**config.mk**
```make
export PLATFORM = sky130hd
export DESIGN_NAME = host_averager
export DESIGN_NICKNAME = d
export VERILOG_FILES = /design/src/rtl/host_averager_pkg.sv /design/src/rtl/host_averager_acc.sv /design/src/rtl/host_averager.sv
export SDC_FILE = /design/constraint.sdc
export NUM_CORES = 1
export LEC_CHECK = 0
export CELL_PAD_IN_SITES_DETAIL_PLACEMENT = 1
export CELL_PAD_IN_SITES_GLOBAL_PLACEMENT = 2
export CORE_ASPECT_RATIO = 0.6
export CORE_MARGIN = 5
export CORE_UTILIZATION = 30
export DETAILED_ROUTE_END_ITERATION = 8
export DONT_BUFFER_PORTS = 1
export GPL_TIMING_DRIVEN = 0
export PLACE_DENSITY_LB_ADDON = 0.1
export SYNTH_ARGS = -nofsm -noshare
export SYNTH_HDL_FRONTEND = slang
export SYNTH_SLANG_ARGS = --single-unit
```
**constraint.sdc**
```tcl
create_clock -name clk -period 3.2 [get_ports clk]
set_input_delay 0.64 -clock clk [delete_from_list [all_inputs] [get_ports clk]]
set_output_delay 0.64 -clock clk [all_outputs]
set_load 0.1 [all_outputs]
```
**src/rtl/host_averager_pkg.sv**
```systemverilog
// Shared widths, count limit and packed snapshot layout for the host averager.
// Latency: none (package only).
// Backpressure: none (package only).
package host_averager_pkg;

    // Default sample width and sample-count width.
    localparam int DW_DEF = 24;
    localparam int CW_DEF = 8;

    // Largest representable sample count for a given count width.
    function automatic int npt_max(input int cw);
        return (1 << cw) - 1;
    endfunction

    // Count ceiling for the default count width (255).
    localparam int NPT_MAX = npt_max(CW_DEF);

    // data_out field offsets: npt in the low CW bits, average directly above it.
    localparam int NPT_LSB = 0;
    localparam int AVG_LSB = NPT_LSB + CW_DEF;
    localparam int OUT_W   = DW_DEF + CW_DEF;

    // Snapshot layout at default widths.
    typedef struct packed {
        logic [DW_DEF-1:0] avg;
        logic [CW_DEF-1:0] npt;
    } snap_t;

endpackage

```
**src/rtl/host_averager_acc.sv**
```systemverilog
// Saturating sample accumulator: running sum and sample count, restartable.
// Latency: sum/count reflect a strobed sample one clk edge later.
// Backpressure: none; once the count saturates further samples are dropped.
module host_averager_acc
    import host_averager_pkg::*;
#(
    parameter int DW = DW_DEF,
    parameter int CW = CW_DEF
) (
    input  logic               clk,
    input  logic               rst,
    input  logic               restart_i,
    input  logic               sample_i,
    input  logic [DW-1:0]      data_i,
    output logic [DW+CW-1:0]   sum_o,
    output logic [CW-1:0]      cnt_o
);

    // Count ceiling; the sum can never wrap because
    // (2^CW-1)*(2^DW-1) < 2^(DW+CW).
    localparam logic [CW-1:0] CNT_MAX = '1;

    logic [DW+CW-1:0] sum_q, sum_d;
    logic [CW-1:0]    cnt_q, cnt_d;
    logic [DW+CW-1:0] data_ext;
    logic             sat;

    assign data_ext = {{CW{1'b0}}, data_i};
    assign sat      = (cnt_q == CNT_MAX);

    // Next-state: a restart opens a new interval, seeded with the sample of
    // that same cycle if one is present; otherwise accumulate until saturated.
    always_comb begin
        sum_d = sum_q;
        cnt_d = cnt_q;
        if (restart_i) begin
            if (sample_i) begin
                sum_d = data_ext;
                cnt_d = CW'(1);
            end else begin
                sum_d = '0;
                cnt_d = '0;
            end
        end else if (sample_i && !sat) begin
            sum_d = sum_q + data_ext;
            cnt_d = cnt_q + CW'(1);
        end
    end

    // Accumulator state, cleared asynchronously so no pre-reset sample survives.
    always_ff @(posedge clk or posedge rst) begin
        if (rst) begin
            sum_q <= '0;
            cnt_q <= '0;
        end else begin
            sum_q <= sum_d;
            cnt_q <= cnt_d;
        end
    end

    assign sum_o = sum_q;
    assign cnt_o = cnt_q;

endmodule

```
**src/rtl/host_averager.sv**
```systemverilog
// Host-read sample averager: snapshots {average, count} on read_s and restarts.
// Latency: data_out valid one clk edge after read_s; held until the next read.
// Backpressure: none; samples beyond the count ceiling are dropped.
// Build option: define HOST_AVERAGER_ROUND_EN for round-half-up averaging
// (saturated to the average width); default build truncates.
module host_averager
    import host_averager_pkg::*;
#(
    parameter int DW = DW_DEF,
    parameter int CW = CW_DEF
) (
    input  logic               clk,
    input  logic               rst,
    input  logic [DW-1:0]      data_in,
    input  logic               data_s,
    input  logic               read_s,
    output logic [DW+CW-1:0]   data_out
);

    logic [DW+CW-1:0] sum;
    logic [CW-1:0]    cnt;
    logic [DW-1:0]    avg;
    logic [DW+CW-1:0] data_out_q, data_out_d;

    // The read strobe doubles as the accumulator restart, so the snapshot
    // below sees the pre-edge interval while the accumulator starts afresh.
    host_averager_acc #(
        .DW (DW),
        .CW (CW)
    ) u_acc (
        .clk       (clk),
        .rst       (rst),
        .restart_i (read_s),
        .sample_i  (data_s),
        .data_i    (data_in),
        .sum_o     (sum),
        .cnt_o     (cnt)
    );

`ifdef HOST_AVERAGER_ROUND_EN
    // Half an LSB of the average, added before the shift; one extra bit of
    // headroom lets the rounded result exceed the field so it can be clamped.
    localparam logic [DW+CW:0] HALF = (DW+CW+1)'(1) << (CW - 1);
    logic [DW:0] avg_wide;

    // Round half up, then clamp to the largest representable average.
    always_comb begin
        avg_wide = (DW+1)'(({1'b0, sum} + HALF) >> CW);
        avg      = avg_wide[DW] ? {DW{1'b1}} : avg_wide[DW-1:0];
    end
`else
    // Truncated average: drop the CW fractional bits of the sum.
    always_comb begin
        avg = DW'(sum >> CW);
    end
`endif

    // Snapshot next-state: load on a read, otherwise hold.
    always_comb begin
        data_out_d = data_out_q;
        if (read_s) begin
            data_out_d = {avg, cnt};
        end
    end

    // Snapshot register; an empty interval naturally packs to all zeros.
    always_ff @(posedge clk or posedge rst) begin
        if (rst) begin
            data_out_q <= '0;
        end else begin
            data_out_q <= data_out_d;
        end
    end

    assign data_out = data_out_q;

endmodule

```
==> flow_metrics.py <==
metrics = {
    "global_route": {
        "antenna_found_initial": 0,
        "grt_overflow_total": 0,
        "grt_pass1_vias": 3542,
        "grtUsageTotal_pct": 16.6,
        "grt_pass1_wl_mm": 20.9,
        "grt_start_max_net_pins": 49,
    },
    "route": {
        "top_layer": "met4",
        "wl_met2_mm": 5.33,
        "ant_nets": 0,
        "vias": 3374,
        "wl_met1_mm": 7.02,
        "wirelength_mm": 13.3,
        "initialDrtViolationCount": 184,
        "wl_per_cell_um": 20.3,
        "dr.pass1.iters": 4,
        "drc": 0,
        "vias_per_cell": 5.17,
        "met3WireLength_um": 788,
    },
    "layout": {
        "multi_input_comb_area_mm2": 0.00235,
        "layout_common_cells": "dfrtp_1, nor2_1, a21oi_1",
        "fill_cells": 1584,
        "layout-drive-gt1-share_pct": 13.9,
        "stdcell_count": 653,
        "final_common_cell": "dfrtp_1",
        "final_nets": 510,
        "regArea_mm2": 0.00180,
        "antenna_cells": 0,
        "area_growth_pct": 13.5,
    },
    "critical_path": {
        "critPathCaptureType": "flop",
        "r2r_slack_ps": 190,
        "crit_start": "u_acc.sum_o[2]",
        "slowest_stage": "o21ai_0",
        "rr_endpoint": "u_acc.sum_o[31]",
        "crit_path_end": "u_acc.sum_o[31]",
        "worstPathCellList": "ha_1 > o211ai_1 > o21ai_2 > a31oi_1 > o31a_1 > o21ai_0 > and3_1 > xnor2_1 > nor2_1",
        "worst-path-max-fanout": 5,
        "rr_startpoint": "u_acc.sum_o[2]",
        "r2r_cells": 9,
        "crit_type": "flop to flop",
        "required_ps": 3410,
        "start_kind": "flop",
        "critical_path.max_stage_delay_ps": 650,
        "cp.arrival_ps": 3220,
    },
    "power": {
        "p_leak_nw": 2.08,
        "powerDensity_mw_per_mm2": 691,
        "totalPowerFinal_mw": 3.33,
        "ir_drop_mv": 0.293,
    },
    "die": {
        "die_y_um": 102,
        "start_util_pct": 30.9,
        "core-area_mm2": 0.0137,
        "dieArea_mm2": 0.0167,
        "pin_count": 60,
        "row_count": 33,
        "die_w_um": 164,
    },
    "synthesis": {
        "ys_types": 53,
        "synthesis.area_mm2": 0.00425,
        "synth_edf_count": 0,
        "synth_fp_nets": 498,
        "yosysTopAreaCell": "dfrtp_1",
        "yosys-top-cells-area": "dfrtp_1, mux2_2, ha_1",
        "synth_top_area_share_pct": 42.4,
        "synthCells": 444,
        "async_reset_ff_share_pct": 100,
        "yosys_register_bits": 72,
        "yosysWarnings": 0,
        "synth.avg_cell_area_um2": 9.57,
        "synth-main-ff-cell": "dfrtp_1",
        "yosysSeqAreaShare_pct": 42.4,
    },
    "sta": {
        "grt_setup_unrepaired": "no",
        "tightest_slew_ps": 928,
        "finalHoldViolCount": 0,
        "max_freq_mhz": 332,
        "drv_slew": 0,
        "fin_crit_ps": 3010,
        "slew_headroom_pct": 38.1,
        "fin_crit_sh_pct": 94.0,
        "finClkSkew_ps": 10.4,
        "setup-violations-final": 0,
    },
    "placement": {
        "place_congestion": 0.865,
        "dp.cells": 637,
        "dp_hpwl_mm": 10.2,
        "io_buffer_count": 0,
    },
    "clock_network": {
        "cts_max_level": 3,
        "cts_buffer_depth": 2,
        "cts-resized-gates": 0,
        "hold_buffers": 0,
        "path_clk_slew_ps": 70,
        "postCtsSetupBuffers": 0,
        "cts.sinks": 72,
        "cts_made_buffers": 9,
        "clkLatencyLatePin_ps": 350,
        "cts_root_buffer": "clkbuf_16",
        "cts_tree": "built",
    },
    "flow_run": {
        "drv_cap": 0,
    },
    "run_status": {
        "status": "complete, no violations",
    },
    "hold_path": {
        "hold_path.class": "input pin to asynchronous set/reset pin",
    },
}
state kept, by name (all words and copies together), names as in the netlist:
| signal | cells |
|---|---|
| data_out | 32 |
| u_acc.cnt_o | 8 |
| u_acc.sum_o | 32 |
through the flow:
step	worst slack [ps]	TNS, ps	hold slack, ps	cell area [µm²]	utilization [%]
after floorplan	398	0	485	4250	-
after global placement	-285	-20870	511	4490	32.6
after detailed placement	-168	-625	527	4520	32.9
after CTS	78.3	0	146	4810	35.0
after global routing	16.6	0	162	4820	35.1
final	191	0	138	4820	35.1
per-layer routing:
layer  vias up  global-route usage [%]
met4         0                    3.99
li1       1616                       -
met5         -                       0
met2        60                    23.7
met1      1689                    24.3
met3         9                    5.40
cells in the mapped netlist (4+ instances only):
cell type / number
ha_1: 25
a31oi_1: 4
a22oi_1: 4
nand4_1: 8
clkbuf_1: 12
o21a_1: 6
and3_1: 4
a21oi_1: 45
nand2_1: 39
dfrtp_1: 72
xnor2_1: 13
nor2_1: 50
nand2b_1: 4
o21ai_0: 28
xor2_1: 16
nor3_1: 10
buf_1: 5
mux2i_1: 4
a21o_1: 5
nand3_1: 10
mux2_2: 33
buf_2: 5
logic make-up (layout without fill, tap and decap cells):
group | count (synthesis) | count (layout) | synth area share, %
AND/OR/NAND/NOR | 135 | 135 | 14.2
AO/OA/AOI/OAI | 119 | 119 | 17.3
flip-flops | 72 | 72 | 42.4
multiplexers | 37 | 37 | 9.69
XOR/XNOR | 29 | 29 | 5.98
adder cells (fa/ha/maj) | 26 | 26 | 7.84
buffers and inverters | 26 | 43 | 2.53
cell type report:
| class | count | share of cell area [%] |
|---|---|---|
| Inverter | 3 | 0.285 |
| Tap cell | 192 | 4.98 |
| Clock buffer | 10 | 4.95 |
| Buffer | 23 | 2.00 |
| Sequential cell | 72 | 37.4 |
| Timing Repair Buffer | 1 | 0.571 |
| Multi-Input combinational cell | 346 | 48.8 |
| Clock inverter | 6 | 1.06 |
critical path, delay by kind of cell, from the launching register on:
family,cells,cell delay [ps]
xor+xnor,1,120
compound gates,5,1640
flops,1,380
simple gates,2,330
fa+ha+maj,1,390
where the power goes:
group          switching [mW]  leakage (nW)  internal, mW
clock                   0.450         0.140         0.557
combinational           0.496         0.996         0.338
sequential              0.480         0.943          1.01
worst min-delay path by stage:
stage / startpoint / to / cells after the start
3_3_place_gp: u_acc.sum_o[3] / u_acc.sum_o[3] / 2
5_1_grt: rst / data_out[29] / 1
4_1_cts: rst / data_out[29] / 1
3_5_place_dp: rst / data_out[29] / 1
2_1_floorplan: u_acc.sum_o[3] / u_acc.sum_o[3] / 2
6_report: rst / data_out[29] / 1
(Power assumes the default switching activity.)
